File: src/rtl/fpu_ss_result_tx.sv
// FPU subsystem result-return transmitter: FP register-file write-back plus an in-order X-IF result FIFO.
// Optional accumulated exception flags are enabled by defining FPU_SS_FFLAGS_ACC_EN.
package fpu_ss_result_tx_pkg;
    typedef struct packed {
        logic [4:0] addr;
        logic       rd_is_fp;
        logic [3:0] id;
    } fpu_tag_t;
endpackage

module fpu_ss_result_tx
    import fpu_ss_result_tx_pkg::*;
#(
    parameter int DEPTH = 4
) (
    input  logic        clk_i,
    input  logic        rst_i,
    input  logic        fpu_res_valid_i,
    output logic        fpu_res_ready_o,
    input  logic [31:0] fpu_res_data_i,
    input  fpu_tag_t    fpu_res_tag_i,
    input  logic [4:0]  fpu_res_status_i,
    input  logic        lsu_res_valid_i,
    output logic        lsu_res_ready_o,
    input  logic [31:0] lsu_res_data_i,
    input  fpu_tag_t    lsu_res_tag_i,
    output logic        fpr_we_o,
    output logic [4:0]  fpr_waddr_o,
    output logic [31:0] fpr_wdata_o,
    output logic        x_result_valid_o,
    input  logic        x_result_ready_i,
    output logic [3:0]  x_result_id_o,
    output logic [31:0] x_result_data_o,
    output logic [4:0]  x_result_rd_o,
    output logic        x_result_we_o,
    output logic [4:0]  fflags_o,
    input  logic        fflags_clr_i,
    output logic        fifo_empty_o
);
    localparam int AW = $clog2(DEPTH);

    typedef struct packed {
        logic [3:0]  id;
        logic [31:0] data;
        logic [4:0]  rd;
        logic        we;
    } entry_t;

    entry_t      mem_r [DEPTH];
    logic [AW:0] wptr_r;
    logic [AW:0] rptr_r;
    logic        empty_s;
    logic        full_s;
    logic        pop_s;
    logic        space_s;
    logic        lsu_acc_s;
    logic        fpu_acc_s;
    logic        push_s;
    fpu_tag_t    sel_tag_s;
    logic [31:0] sel_data_s;
    entry_t      new_entry_s;
    entry_t      head_s;
    logic        fpr_we_r;
    logic [4:0]  fpr_waddr_r;
    logic [31:0] fpr_wdata_r;

    // Occupancy, arbitration (LSU wins) and the entry to be pushed.
    always_comb begin
        empty_s   = (wptr_r == rptr_r);
        full_s    = (wptr_r[AW] != rptr_r[AW]) && (wptr_r[AW-1:0] == rptr_r[AW-1:0]);
        pop_s     = !empty_s && x_result_ready_i;
        space_s   = !rst_i && (!full_s || pop_s);
        lsu_acc_s = lsu_res_valid_i && space_s;
        fpu_acc_s = fpu_res_valid_i && space_s && !lsu_res_valid_i;
        push_s    = lsu_acc_s || fpu_acc_s;
        if (lsu_res_valid_i) begin
            sel_tag_s  = lsu_res_tag_i;
            sel_data_s = lsu_res_data_i;
        end else begin
            sel_tag_s  = fpu_res_tag_i;
            sel_data_s = fpu_res_data_i;
        end
        new_entry_s.id   = sel_tag_s.id;
        new_entry_s.data = sel_data_s;
        new_entry_s.rd   = sel_tag_s.addr;
        new_entry_s.we   = !sel_tag_s.rd_is_fp;
        head_s           = mem_r[rptr_r[AW-1:0]];
    end

    // Result FIFO storage and pointers; reset also clears storage so the head reads as zero.
    always_ff @(posedge clk_i) begin
        if (rst_i) begin
            wptr_r <= '0;
            rptr_r <= '0;
            for (int i = 0; i < DEPTH; i++) begin
                mem_r[i] <= '0;
            end
        end else begin
            if (push_s) begin
                mem_r[wptr_r[AW-1:0]] <= new_entry_s;
                wptr_r                <= wptr_r + (AW+1)'(1);
            end
            if (pop_s) begin
                rptr_r <= rptr_r + (AW+1)'(1);
            end
        end
    end

    // FP register-file write, issued the cycle after acceptance independent of FIFO position.
    always_ff @(posedge clk_i) begin
        if (rst_i) begin
            fpr_we_r    <= 1'b0;
            fpr_waddr_r <= 5'd0;
            fpr_wdata_r <= 32'd0;
        end else begin
            fpr_we_r <= push_s && sel_tag_s.rd_is_fp;
            if (push_s && sel_tag_s.rd_is_fp) begin
                fpr_waddr_r <= sel_tag_s.addr;
                fpr_wdata_r <= sel_data_s;
            end
        end
    end

`ifdef FPU_SS_FFLAGS_ACC_EN
    logic [4:0] fflags_r;

    // Sticky exception flags; a clear in the same cycle as an FPU accept keeps only the new status.
    always_ff @(posedge clk_i) begin
        if (rst_i) begin
            fflags_r <= 5'd0;
        end else if (fpu_acc_s) begin
            fflags_r <= (fflags_clr_i ? 5'd0 : fflags_r) | fpu_res_status_i;
        end else if (fflags_clr_i) begin
            fflags_r <= 5'd0;
        end
    end

    assign fflags_o = fflags_r;
`else
    logic unused_flags_s;
    assign unused_flags_s = ^{fpu_res_status_i, fflags_clr_i};
    assign fflags_o       = 5'd0;
`endif

    assign lsu_res_ready_o  = space_s;
    assign fpu_res_ready_o  = space_s && !lsu_res_valid_i;
    assign fpr_we_o         = fpr_we_r;
    assign fpr_waddr_o      = fpr_waddr_r;
    assign fpr_wdata_o      = fpr_wdata_r;
    assign x_result_valid_o = !empty_s;
    assign x_result_id_o    = head_s.id;
    assign x_result_data_o  = head_s.data;
    assign x_result_rd_o    = head_s.rd;
    assign x_result_we_o    = head_s.we;
    assign fifo_empty_o     = empty_s;

endmodule

File: config.mk
export PLATFORM = sky130hd
export DESIGN_NAME = fpu_ss_result_tx
export DESIGN_NICKNAME = d
export VERILOG_FILES = /design/src/rtl/fpu_ss_result_tx.sv
export SDC_FILE = /design/constraint.sdc
export NUM_CORES = 1
export LEC_CHECK = 0
export ABC_CLOCK_PERIOD_IN_PS = 5550
export BUFFER_PORTS_ARGS = -buffer_cell sky130_fd_sc_hd__buf_2
export CAP_MARGIN = 20
export CORE_MARGIN = 2
export CORE_UTILIZATION = 50
export DETAILED_ROUTE_END_ITERATION = 16
export GPL_ROUTABILITY_DRIVEN = 0
export PLACE_DENSITY = 0.76
export SYNTH_ARGS = -nofsm -noshare
export SYNTH_HDL_FRONTEND = slang
export SYNTH_SLANG_ARGS = --single-unit
File: constraint.sdc
create_clock -name clk_i -period 5.55 [get_ports clk_i]
set_clock_uncertainty 0.1 [all_clocks]
set_input_delay 1.11 -clock clk_i [delete_from_list [all_inputs] [get_ports clk_i]]
set_output_delay 1.11 -clock clk_i [all_outputs]
set_load 0.01 [all_outputs]
Word level (Yosys, flattened, before mapping)
Memories as Yosys holds them, arrays and structs flattened. A register that Yosys moved wholly into a read port is not among the register bits.
Index checks and enable logic that the tools add are counted.
{"block": "word_totals", "ff_bits": 44, "mem_bits_rw": 168, "input_bits": 95, "wordCells": 39, "n_memories": 1}
{"name": "mem_r", "depth": 4, "word_bits": 42, "read_ports": 1, "rd_clocked_by_memory_dff": 1, "write_ports": 4, "line_no": "49", "source": "entry_t mem_r [DEPTH];"}
{"block": "op_classes", "add_sub_neg": 2, "eq_ne": 3, "mux": 12, "reduce_logical": 16}
{"operator": "$mux 42", "n": 1}
{"operator": "$reduce_or 42->1", "n": 1}
{"operator": "$mux 32", "n": 1}
{"operator": "$mux 10", "n": 1}
{"operator": "$logic_and 1x1->1", "n": 8}
{"operator": "$add 3x1->3 const B", "n": 2}
{"operator": "$mux 1", "n": 6}
{"operator": "$mux 2", "n": 3}
{"operator": "$logic_not 1->1", "n": 5}
{"operator": "$eq 3x3->1", "n": 1}
{"operator": "$eq 2x2->1", "n": 1}
{"operator": "$logic_or 1x1->1", "n": 2}
{"operator": "$ne 1x1->1", "n": 1}

Depth between registers and ports, before layout
{"block": "logic_depth", "word_depth": 13, "ltp_mapped": 8}

Worst setup path before layout
OpenSTA, ideal clock, no wires.
{"block": "synth_timing", "kind": "in2reg", "from": "in lsu_res_valid_i", "to": "mem mem_r[0][0] (netlist bit) (enable)", "arrival_time_ns": 4.698, "required_time_ns": 4.945, "path_slack_ns": 0.247, "stages": 4, "n_path_buf": 1, "cell_sequence": "buf_2 -> or2_2 -> o41ai_2 -> o31ai_1"}
{"item": "start, declared", "line_no": "23", "source": "input logic lsu_res_valid_i,"}
{"item": "end, declared", "line_no": "49"}

Worst setup path after layout
{"block": "layout_timing", "from": "in x_result_ready_i", "to": "out fpu_res_ready_o"}
{"block": "layout_between", "elab_chain_cells": 4}
{"item": "start, declared", "line_no": "31", "source": "input logic x_result_ready_i,"}
{"item": "$logic_and 1x1->1", "line_no": "71", "source": "pop_s = !empty_s && x_result_ready_i;"}
{"item": "$logic_or 1x1->1", "line_no": "72", "source": "space_s = !rst_i && (!full_s || pop_s);"}
{"item": "$logic_and 1x1->1", "line_no": "72"}
{"item": "$logic_and 1x1->1", "line_no": "146", "source": "assign fpu_res_ready_o = space_s && !lsu_res_valid_i;"}
{"item": "end, declared", "line_no": "19", "source": "output logic fpu_res_ready_o,"}
Every way passes these cells.

==> results.tsv <==
metric	value	unit
outcome	complete, no violations	
Worst R2R Path Depth	5	
share of the synthesized area in the top cell type	55.77	%
Post-synth EDFFs	168	
CTS root buf	clkbuf_16	
GRT overflow	0	
commonest cells after routing, fill and taps aside	nor2_1, buf_2, edfxtp_1, mux2i_1, dfxtp_1	
yosys warns	0	
Leak Pwr	0.004769	µW
Total GRT Usage	20.32	%
WL final	19.32	mm
CTS tree	yes	
Seq pwr share	45.5	%
clock buffer depth	3	
Cell Area, Synth	9046	µm²
CP startpoint	x_result_ready_i	
Switch Pwr	1127	µW
Port Buffers	172	
HP Class	flip-flop to flip-flop	
most common cell after layout, fill and taps aside	nor2_1	
Clk pin slew, worst setup/hold paths	0.06	ns
DR vias/cell	5.345	
Max VDD drop	0.0002568	V
startpoint class of the critical path	primary input	
largest cells by area after synthesis	edfxtp_1, mux4_2, dfxtp_1, mux2i_1, nor2_1	
Avg WL per Cell	18.48	µm
unrepaired setup endpoints after global routing	false	
crit path capture	fpu_res_ready_o	
fin crit share	65.61	%
die area	19180	µm²
first-pass GRT wire length	30.79	mm
CP Class	primary input to output port	
Final ANT Viol Nets	0	
fillers	1371	
Worst EP required	4.34	ns
Least-Margin Pin Slew	1.028	ns
hold_ws	0.3548	ns
Num Clock Sinks	214	
number of nets in the layout	897	
synth unique cells	32	
Slew Limit Fails	0	
R2R Path End	mem_r[2][3]	
Initial Util	50.70	%
Clock Latency Late Sink	0.49	ns
Layout Area Growth over Synthesis	21.12	%
DRT Pass-1 Iters	4	
post-CTS setup buffer count	0	
Inserted Diodes	0	
DIE HEIGHT	138.5	µm
Period minus WS final	3.641	ns
combinational fraction of design power	17.5	%
vias in the first global route	5711	
cts bufs inserted	22	
Die Wd	138.5	µm
slew margin rel.	31.19	%
PostCTS Resize Cnt	0	
Reg2Reg Setup Slack	2.46	ns
largest net degree at the start of global routing	43	
pre-CTS setup slack	1.859	ns
Setup WS post-layout	1.909	ns
Fmax achieved	0.2746	GHz
# DRC	0	
DP Wirelength	11.50	mm
Iter 0 DRT Violations	323	
setup tns final	0	ns
Clk pwr share	37.0	%
mean post-synth cell area	14.25	µm²
Internal	3369	µW
FP Rows	49	
register area share after synthesis	65.95	%
largest fanout on the critical path	6	
Main synth FF type	edfxtp_1	
CP Capture Type	output port	
CP Data Arrival Time	2.43	ns
Async S/R FF share, synth	0	%
cell count after synthesis	635	
number of H-tree levels	1	
switching part of the total	25.07	%
Setup Viol. Count Final	0	
Hold Vio Cnt, Final	0	
I/O pins	184	
Reg2Reg Launch Point	wptr_r[1]	
synthesized flop and latch total	214	
pwr/cell area	410.3	nW/µm²
max-cap violations	0	
CTS Hold Buffers Added	0	
Core ar.	17840	µm²
top cell type by total area after synthesis	edfxtp_1	
antenna violations before repair	0	
layout cells sized above 1	34.19	%
DR vias	5586	
## routing by layer
| metal | up-vias | global-route usage (%) | wire length, µm | share of wire (%) |
|---|---|---|---|---|
| li1 | 2613 | - | - | - |
| met1 | 2754 | 27.42 | 8020 | 42 |
| met2 | 195 | 35.02 | 9676 | 50 |
| met3 | 24 | 3.221 | 1309 | 6.8 |
| met4 | 0 | 4.941 | 309 | 1.6 |
| met5 | - | 0 | 0 | 0 |
## kinds of logic (layout without fill, tap and decap cells)
kind of cell	Yosys count	after routing	share of synthesized area, %
simple gates	227	227	9.848
flops	214	214	65.95
mux	123	123	19.43
buf+inv	52	229	3.057
compound gates	9	9	0.7192
xor+xnor	7	7	0.6777
fa+ha+maj	2	2	0.2766
other cells	1	5	0.04145
## per-stage QoR
stage | total power (µW) | util (%) | cell area, µm² | instances
2_1_floorplan | 2576 | - | 9061 | 639
3_3_place_gp | 2863 | 56.60 | 10100 | 1004
3_5_place_dp | 2882 | 56.71 | 10120 | 1005
4_1_cts | 4544 | 61.41 | 10960 | 1045
5_1_grt | 4678 | 61.41 | 10960 | 1045
6_report | 4496 | 61.41 | 10960 | 1045
## registers in the layout, indices dropped and copies added, names as in the netlist, named ones only
register     cells
mem_r          168
rptr_r           3
fpr_we_o         1
fpr_wdata_o     32
fpr_waddr_o      5
wptr_r           3
## area by class of cell
| class | count | area, µm² | share of cell area (%) |
|---|---|---|---|
| Clock inverter | 12 | 183.9 | 1.679 |
| Timing Repair Buffer | 185 | 970.9 | 8.861 |
| Tap cell | 229 | 286.5 | 2.615 |
| Multi-Input combinational cell | 373 | 2874 | 26.23 |
| Inverter | 4 | 15.01 | 0.1370 |
| Clock buffer | 28 | 655.6 | 5.984 |
| Sequential cell | 214 | 5971 | 54.49 |
## synth_stat cells, drive strengths merged (3+ instances only)
master and number:
buf 32, clkbuf 16, dfxtp 46, edfxtp 168
inv 3, mux2i 80, mux4 42, nand2 39
nor2 175, o21ai 4, xor2 6
## how the worst min path moves through the flow
stage / start / to / cells after the start
after floorplan: fpr_wdata_o[10] / fpr_wdata_o[10] / 2
after global placement: fpr_wdata_o[29] / fpr_wdata_o[29] / 2
after detailed placement: fpr_wdata_o[16] / fpr_wdata_o[16] / 2
after CTS: fpr_wdata_o[16] / fpr_wdata_o[16] / 2
after global routing: fpr_wdata_o[17] / fpr_wdata_o[17] / 2
final: fpr_wdata_o[29] / fpr_wdata_o[29] / 2
## power by group through the flow
stage | Clock (µW) | Sequential, µW | Combinational [µW]
finish | 1660 | 2040 | 788
detailed placement | 0 | 2090 | 797
floorplan | 0 | 2020 | 559
global placement | 0 | 2080 | 787
global route | 1750 | 2070 | 851
CTS | 1690 | 2050 | 800
## critical path, cell delays in order
cell and delay [ns]:
buf_2 0.13, or4_1 0.69, and2_1 0.24, nor2b_1 0.12
buf_2 0.15
(Power assumes the default switching activity.)
